File: config.mk
export PLATFORM = sky130hd
export DESIGN_NAME = clk_freq_monitor
export DESIGN_NICKNAME = d
export VERILOG_FILES = /design/src/rtl/clk_mon_pkg.sv /design/src/rtl/sync_edge_det.sv /design/src/rtl/clk_freq_monitor.sv
export SDC_FILE = /design/constraint.sdc
export NUM_CORES = 1
export LEC_CHECK = 0
export CELL_PAD_IN_SITES_DETAIL_PLACEMENT = 1
export CELL_PAD_IN_SITES_GLOBAL_PLACEMENT = 1
export CORE_MARGIN = 1.5
export CORE_UTILIZATION = 49
export DETAILED_ROUTE_END_ITERATION = 12
export HOLD_SLACK_MARGIN = 0.06
export PLACE_DENSITY = 0.9
export SLEW_MARGIN = 30
export SYNTH_ARGS = -nofsm -noshare
export SYNTH_HDL_FRONTEND = slang
export SYNTH_SLANG_ARGS = --single-unit
File: constraint.sdc
create_clock -name clk -period 4.5 [get_ports clk]
set_input_delay 0.9 -clock clk [delete_from_list [all_inputs] [get_ports clk]]
set_output_delay 0.9 -clock clk [all_outputs]
set_load 0.05 [all_outputs]
File: src/rtl/clk_mon_pkg.sv
// Shared definitions for the clock frequency monitors.
// Holds the monitor FSM state type, default window/tolerance/fault constants
// and the expected edge count per monitored clock for a 100 us gate at 96 MHz.
package clk_mon_pkg;

  typedef enum logic [1:0] {
    StIdle = 2'd0,
    StArm  = 2'd1,
    StGate = 2'd2,
    StEval = 2'd3
  } mon_state_e;

  localparam int unsigned DEF_GATE_CYCLES  = 9600;
  localparam int unsigned DEF_TOL          = 2;
  localparam int unsigned DEF_FAIL_LIMIT   = 3;
  localparam int unsigned DEF_STUCK_CYCLES = 64;

  localparam int unsigned EXP_12M = 1200;
  localparam int unsigned EXP_6M  = 600;
  localparam int unsigned EXP_1M5 = 150;
  localparam int unsigned EXP_1M  = 100;

endpackage

File: src/rtl/sync_edge_det.sv
// Two-flop synchronizer followed by a registered rising-edge detector.
// Ports:
//   clk   in  sampling clock
//   rst   in  asynchronous active-high reset
//   din   in  asynchronous input, treated as data
//   pulse out one-clk pulse per rising edge of din, 3 clk after the edge is sampled
module sync_edge_det (
  input  logic clk,
  input  logic rst,
  input  logic din,
  output logic pulse
);

  // [0],[1]: synchronizer stages; [2]: previous synchronized value
  logic [2:0] sync_q;
  logic       pulse_q;

  always_ff @(posedge clk or posedge rst) begin
    if (rst) begin
      sync_q  <= '0;
      pulse_q <= 1'b0;
    end else begin
      sync_q  <= {sync_q[1:0], din};
      pulse_q <= sync_q[1] & ~sync_q[2];
    end
  end

  assign pulse = pulse_q;

endmodule

File: src/rtl/clk_freq_monitor.sv
// Frequency monitor for one divided clock, using clk as the timebase.
// Counts meas_clk rising edges over a GATE_CYCLES-long window, compares the
// count against EXP_EDGES +/- TOL and raises a sticky fault after FAIL_LIMIT
// consecutive out-of-tolerance windows.
// Optional feature macro: CLK_FREQ_MONITOR_STUCK_EN adds a no-edge watchdog
// (stuck) that also sets fault immediately.
// Ports:
//   clk       in   timebase clock (>= 4x meas_clk)
//   rst       in   asynchronous active-high reset
//   meas_clk  in   monitored clock, asynchronous
//   en        in   keep measuring back-to-back windows
//   fault_clr in   pulse: clears fault and the failing-window run
//   busy      out  FSM not idle
//   edge_cnt  out  edge count of the last completed window
//   cnt_valid out  one-cycle pulse when edge_cnt updates
//   freq_ok   out  last completed window within tolerance
//   fault     out  sticky failure flag
//   stuck     out  no-edge alarm (0 unless the optional feature is built)
module clk_freq_monitor
  import clk_mon_pkg::*;
#(
  parameter int unsigned CNT_W        = 16,
  parameter int unsigned GATE_CYCLES  = DEF_GATE_CYCLES,
  parameter int unsigned EXP_EDGES    = EXP_12M,
  parameter int unsigned TOL          = DEF_TOL,
  parameter int unsigned FAIL_LIMIT   = DEF_FAIL_LIMIT
`ifdef CLK_FREQ_MONITOR_STUCK_EN
  ,
  parameter int unsigned STUCK_CYCLES = DEF_STUCK_CYCLES
`endif
) (
  input  logic             clk,
  input  logic             rst,
  input  logic             meas_clk,
  input  logic             en,
  input  logic             fault_clr,
  output logic             busy,
  output logic [CNT_W-1:0] edge_cnt,
  output logic             cnt_valid,
  output logic             freq_ok,
  output logic             fault,
  output logic             stuck
);

  localparam int unsigned      FailW    = $clog2(FAIL_LIMIT + 1);
  localparam logic [CNT_W-1:0] GateLast = CNT_W'(GATE_CYCLES - 1);
  localparam logic [CNT_W-1:0] AccMax   = '1;
  localparam logic [CNT_W:0]   ExpExt   = (CNT_W + 1)'(EXP_EDGES);
  localparam logic [CNT_W:0]   TolExt   = (CNT_W + 1)'(TOL);
  localparam logic [FailW-1:0] FailMax  = FailW'(FAIL_LIMIT);

  mon_state_e       state_q;
  logic [CNT_W-1:0] gate_cnt_q;
  logic [CNT_W-1:0] edge_acc_q;
  logic [CNT_W-1:0] edge_cnt_q;
  logic             cnt_valid_q;
  logic             freq_ok_q;
  logic             fault_q;
  logic [FailW-1:0] fail_run_q;

  logic             edge_pulse;
  logic [CNT_W:0]   acc_ext;
  logic [CNT_W:0]   diff;
  logic             in_tol;
  logic [FailW-1:0] run_upd;
  logic             eval_set;
  logic             stuck_set;

  sync_edge_det u_sync_edge_det (
    .clk   (clk),
    .rst   (rst),
    .din   (meas_clk),
    .pulse (edge_pulse)
  );

  assign busy = (state_q != StIdle);

  // Window verdict; one extra bit keeps the absolute difference from wrapping.
  always_comb begin
    acc_ext = {1'b0, edge_acc_q};
    diff    = (acc_ext >= ExpExt) ? (acc_ext - ExpExt) : (ExpExt - acc_ext);
    in_tol  = (diff <= TolExt);
    if (in_tol) begin
      run_upd = '0;
    end else if (fail_run_q == FailMax) begin
      run_upd = FailMax;
    end else begin
      run_upd = fail_run_q + 1'b1;
    end
    eval_set = (state_q == StEval) && (run_upd == FailMax);
  end

  always_ff @(posedge clk or posedge rst) begin
    if (rst) begin
      state_q     <= StIdle;
      gate_cnt_q  <= '0;
      edge_acc_q  <= '0;
      edge_cnt_q  <= '0;
      cnt_valid_q <= 1'b0;
      freq_ok_q   <= 1'b0;
      fault_q     <= 1'b0;
      fail_run_q  <= '0;
    end else begin
      cnt_valid_q <= 1'b0;
      unique case (state_q)
        StIdle: begin
          if (en) state_q <= StArm;
        end
        StArm: begin
          gate_cnt_q <= '0;
          edge_acc_q <= '0;
          state_q    <= en ? StGate : StIdle;
        end
        StGate: begin
          if (!en) begin
            // Abort: partial window discarded, last results kept.
            state_q <= StIdle;
          end else begin
            gate_cnt_q <= gate_cnt_q + 1'b1;
            if (edge_pulse && (edge_acc_q != AccMax)) edge_acc_q <= edge_acc_q + 1'b1;
            if (gate_cnt_q == GateLast) state_q <= StEval;
          end
        end
        StEval: begin
          edge_cnt_q  <= edge_acc_q;
          cnt_valid_q <= 1'b1;
          freq_ok_q   <= in_tol;
          fail_run_q  <= run_upd;
          state_q     <= en ? StArm : StIdle;
        end
      endcase

      // A fault being set wins over a coincident clear.
      if (fault_clr && !eval_set) fail_run_q <= '0;
      if (eval_set || stuck_set) begin
        fault_q <= 1'b1;
      end else if (fault_clr) begin
        fault_q <= 1'b0;
      end
    end
  end

`ifdef CLK_FREQ_MONITOR_STUCK_EN
  localparam int unsigned       StuckW   = $clog2(STUCK_CYCLES + 1);
  localparam logic [StuckW-1:0] StuckMax = StuckW'(STUCK_CYCLES);

  logic [StuckW-1:0] stuck_cnt_q;
  logic              stuck_q;

  assign stuck_set = busy && !edge_pulse && !stuck_q && (stuck_cnt_q == StuckMax);

  always_ff @(posedge clk or posedge rst) begin
    if (rst) begin
      stuck_cnt_q <= '0;
      stuck_q     <= 1'b0;
    end else begin
      if (!busy || edge_pulse) begin
        stuck_cnt_q <= '0;
      end else if (stuck_cnt_q != StuckMax) begin
        stuck_cnt_q <= stuck_cnt_q + 1'b1;
      end
      if (edge_pulse) begin
        stuck_q <= 1'b0;
      end else if (stuck_set) begin
        stuck_q <= 1'b1;
      end else if (fault_clr) begin
        stuck_q <= 1'b0;
      end
    end
  end

  assign stuck = stuck_q;
`else
  assign stuck_set = 1'b0;
  assign stuck     = 1'b0;
`endif

  assign edge_cnt  = edge_cnt_q;
  assign cnt_valid = cnt_valid_q;
  assign freq_ok   = freq_ok_q;
  assign fault     = fault_q;

endmodule

# Word-level counts from Yosys, hierarchy flattened
# Index checks and enable logic that the tools add are counted.
[word_totals]
regBits = 59
input_bits = 5
wordCells = 61
output_inout_bits = 21
[op_classes]
n_reduce_logical = 12
n_eq_ne = 11
mux = 19
magnitude_cmp = 2
addsub = 5
bitwise = 2
[ops]
columns = ["cell", "n"]
rows = [
  ["$pmux 16 s2", 2],
  ["$mux 16", 3],
  ["$add 16x1->16 const B", 2],
  ["$le 17x2->1 const B", 1],
  ["$mux 17", 1],
  ["$sub 11x16->17 const A", 1],
  ["$sub 16x11->17 const B", 1],
  ["$eq 16x14->1 const B", 1],
  ["$ge 16x11->1 const B", 1],
  ["$mux 2", 8],
  ["$ne 16x16->1 const B", 1],
  ["$eq 2x2->1 const B", 4],
  ["$pmux 2 s4", 1],
  ["$reduce_bool 2->1", 4],
  ["$ne 2x2->1 const B", 3],
  ["$mux 1", 4],
  ["$reduce_and 2->1", 2],
  ["$logic_and 1x1->1", 3],
  ["$ne 3x3->1 const B", 1],
  ["$reduce_and 3->1", 1],
  ["$add 2x1->2 const B", 1],
  ["$eq 2x1->1 const B", 1],
  ["$logic_not 2->1", 1],
  ["$and 1x1->1", 1],
  ["other kinds (2)", 2],
]

# Logic depth before layout (Yosys ltp)
[logic_depth]
depth_word = 9
mapped_depth = 9
depth_no_buf = 8

# Hierarchy
# From an unflattened synthesis, not the netlist that was laid out.
[hier_totals]
cells_unflattened = 357
area_unflattened_um2 = 3315.7
[by_module_without_submodules]
columns = ["mod", "n_inst", "cells_per_inst", "seq_area_each_um2", "area_per_inst_um2"]
rows = [
  ["clk_freq_monitor", 1, 351, 1376.3, 3198.1],
  ["sync_edge_det", 1, 6, 100.1, 117.6],
]

# Worst setup path before layout
# OpenSTA, ideal clock, no wires.
[synth_path]
path_type = "register -> register"
startpoint = "reg edge_acc_q[1]"
endpoint = "reg fail_run_q[0]"
path_slack_ps = 2328
stages_incl_launch_ff = 8
t_arrival_ps = 2041
setup_ps = 131
required_time_ps = 4369
synth_period_minus_slack_ps = 2172
path_buffers = 1
path_cell_list = "dfrtp_1 buf_2 or4_4 a221oi_2 o22a_1 o221ai_2 a2111oi_4 nor2_1"
[synth_via]
elab_chain_cells = 9
elab_cells_between_ends = 13
cone_classes = "2 x add/sub; 2 x order compare; 1 x eq/ne; 4 x mux; 4 x reduce/logical"
[synth_lines]
columns = ["item", "line_no", "text"]
rows = [
  ["from (decl)", "clk_freq_monitor.sv:54", "logic [CNT_W-1:0] edge_acc_q;"],
  ["from (signal assigned)", "clk_freq_monitor.sv:120", "if (edge_pulse && (edge_acc_q != AccMax)) edge_acc_q <= edge_acc_q + 1'b1;"],
  ["$sub 11x16->17 (tied with other cells)", "clk_freq_monitor.sv:81", "diff = (acc_ext >= ExpExt) ? (acc_ext - ExpExt) : (ExpExt - acc_ext);"],
  ["$mux 17 *", "clk_freq_monitor.sv:81", ""],
  ["$le 17x2->1 *", "clk_freq_monitor.sv:82", "in_tol = (diff <= TolExt);"],
  ["$mux 2 *", "clk_freq_monitor.sv:83", "if (in_tol) begin"],
  ["$eq 2x2->1", "clk_freq_monitor.sv:90", "eval_set = (state_q == StEval) && (run_upd == FailMax);"],
  ["$logic_and 1x1->1", "clk_freq_monitor.sv:90", ""],
  ["$logic_not 1->1", "clk_freq_monitor.sv:134", "if (fault_clr && !eval_set) fail_run_q <= '0;"],
  ["$logic_and 1x1->1", "clk_freq_monitor.sv:134", ""],
  ["$mux 2 / $reduce_bool 2->1 (equally long branches)", "-", ""],
  ["to (signal assigned)", "clk_freq_monitor.sv:128", "fail_run_q <= run_upd;"],
  ["to (decl)", "clk_freq_monitor.sv:59", "logic [FailW-1:0] fail_run_q;"],
]
# Mark *: on every way between the ends. The rest lies on a longest branch, timed or not. The select of a mux whose other input is x is not followed.
# A chain may end at the register's enable or synchronous reset.

# Final worst setup path
[layout_path]
startpoint = "reg edge_acc_q[4]"
endpoint = "reg fail_run_q[0]"
# The elaborated chain is that of the path after synthesis.

==> impl_metrics.yaml <==
outcome:
  status: "finished, final reports clean"
timing:
  setup_viol: 0
  slew_viol_final: 0
  timing.final.ws_setup_ns: 1.692
  fmaxAchievable_mhz: 356.2
  tightest_slew_ns: 0.9342
  final_hold_viol_count: 0
  grt_setup_unrepaired: "false"
  post-route-min-period_ns: 2.808
  period_share: 0.6239
  skew_ns: 0.008902
  setup_tns_ns: 0
  slew_headroom: 0.3759
floorplanning:
  initial_core_util: 0.5011
  fp.dieH_um: 85.90
  core_area_mm2: 0.006719
  die_x_um: 85.90
  num_rows: 30
  die_area_mm2: 0.007378
  io_pins: 26
logic_synthesis:
  synthArstFlopShare: 1.000
  netlist_instances: 354
  post_synth_num_cell_types: 60
  ys_ff_latch: 59
  synth_top_cell_by_area: "dfrtp_1"
  synthFlopType: "dfrtp_1"
  yosys-top-cells-count: "dfrtp_1, nand2_1, nor2_1, o21ai_0, inv_1"
  synth_edf_count: 0
  syn_nets: 365
  yosysSeqAreaShare: 0.4385
  synthesis.area_mm2: 0.003367
  synth_area_leaders: "dfrtp_1, nand2_1, nor2_1, o21ai_0, mux2_2"
  post-synth-top-count-cell: "dfrtp_1"
  yosys_warnings: 0
  yosys.area.top_type_share: 0.4385
  synth.avg_cell_area_um2: 9.511
routing:
  drc: 0
  drt_iter0_markers: 125
  first_pass_iters: 4
  ant_nets: 0
  vias: 2745
  via_per_inst: 6.073
  drt-total-wl_um: 8155
  wire_per_inst_um: 18.04
place:
  dp_slack_ns: 1.556
  portBuffers: 24
  dp_hpwl_um: 5481
  place_congestion: 0.8567
  dpl_cell_area_mm2: 0.003551
  dp.cells: 436
flow_run:
  drv_cap: 0
layout:
  multi_input_area_mm2: 0.001667
  fin_nets: 378
  num_antenna_cells: 0
  finalNonFillerCells: 452
  drive_above_1_share: 0.09946
  fill_cells: 772
  register_area_mm2: 0.001476
  fin_area_mm2: 0.003755
  syn_to_final_growth_pct: 11.52
worst_hold_path:
  hold_start: "u_sync_edge_det.sync_q[0]$_DFF_PP0_"
  hold_class: "flip-flop to flip-flop"
  worstHoldEndpoint: "u_sync_edge_det.sync_q[1]$_DFF_PP0_"
  whs_path_depth: 0
setup_path:
  rrSetupSlack_ns: 1.69
  arrival_ns: 3.03
  r2r_cells: 7
  crit_type: "flip-flop to flip-flop"
  crit_fanout: 17
  r2r_start: "edge_acc_q[4]$_DFFE_PP0P_"
  r2r-end: "fail_run_q[0]$_DFFE_PP0P_"
  start_kind: "flip-flop"
  cp.required_ns: 4.72
  end_kind: "flip-flop"
power:
  total_power_mw: 1.255
  p_leak_nw: 1.580
  power.density_mw_per_mm2: 334.1
  peakVddDrop_mv: 0.1740
cts:
  cts-resized-gates: 0
  cts_made_buffers: 9
  cts_htree_levels: 3
  clkLatencyLatePin_ns: 0.35
  cts.sink_count: 59
  cts_tree: "built"
  cts_hold_buf: 0
  clock_path_buffers: 2
  postCtsSetupBuffers: 0
  clk_pin_slew_ns: 0.07
  clock-root-buffer: "clkbuf_8"
global_routing:
  grt_max_degree: 36
  grt_pass1_wl_um: 13940
  grt_pass1_vias: 2809
  grt_overflow_total: 0
  grt_antenna_before_repair: 0
  track_usage: 0.2445
-- worst max path at each step --
stage                                    startpoint                   endpoint  depth (start not counted)
after floorplan                                 rst        cnt_valid$_DFF_PP0_                          1
after CTS                 edge_acc_q[4]$_DFFE_PP0P_  fail_run_q[0]$_DFFE_PP0P_                          7
after global routing      edge_acc_q[4]$_DFFE_PP0P_  fail_run_q[0]$_DFFE_PP0P_                          7
after detailed placement                         en  edge_acc_q[4]$_DFFE_PP0P_                          6
final                     edge_acc_q[4]$_DFFE_PP0P_  fail_run_q[0]$_DFFE_PP0P_                          7
after global placement                           en  edge_acc_q[4]$_DFFE_PP0P_                          6
-- critical path, stage by stage, from the launching register on --
cell       delay, ns
dfrtp_1         0.71
ha_1            0.38
o21a_1          0.26
o31ai_1         0.09
a211oi_1        0.43
o211ai_1        0.25
a2111oi_4       0.47
nor2_1          0.10
-- power by group --
group          switching, mW  internal [mW]  leakage, nW
clock                  0.223          0.285        0.106
sequential            0.0190          0.550        0.811
combinational          0.119         0.0585        0.663
-- sequential cells by signal, summed over array words and instances, names as in the netlist --
signal and cells:
state_q 2, fail_run_q 2, u_sync_edge_det.sync_q 3, edge_cnt 16
cnt_valid 1, gate_cnt_q 16, fault 1, u_sync_edge_det.pulse 1
freq_ok 1, edge_acc_q 16
-- cells in the final DEF (no fill, tap or decap), types with 8 or more instances in the layout --
master	instances
dfrtp_1	59
a21oi_1	8
nand4_1	8
nand3_1	9
mux2_2	9
clkdlybuf4s50_1	24
nor3_1	10
nand2_1	42
o21ai_0	22
xnor2_1	10
xor2_1	8
inv_1	11
nor2_1	33
clkbuf_8	11
-- through the flow --
step	util	hold slack, ns
after floorplan	-	0.3312
after global placement	0.5285	0.3353
after detailed placement	0.5285	0.3373
after CTS	0.5588	0.3522
after global routing	0.5588	0.3588
final	0.5588	0.3495
-- cells by family after synthesis --
group	count (synthesis)	share of synthesized area
AOI/OAI and AO/OA	73	0.1579
DFF	59	0.4385
buffers and inverters	37	0.06652
and+or+nand+nor	145	0.2189
muxes	15	0.04794
xor gates and xnor gates	18	0.04682
adders and majority gates	6	0.02230
other	1	0.001114
-- area by class of cell --
class                   count  share of cell area
well taps                  80             0.02666
repair buffers             27             0.06998
flip-flops and latches     59              0.3932
multi-input cells         258              0.4439
clock inverters             4             0.01300
inverters                  12             0.01200
clock buffers              12             0.04132
-- metal layers --
layer,wire length [µm],vias up,global-route usage
met1,3499,1384,0.3143
li1,-,1288,-
met5,0,-,0
met3,288,16,0.05486
met4,145,0,0.09238
met2,4221,57,0.4044
No activity file was read; power rests on OpenSTA's default activity.
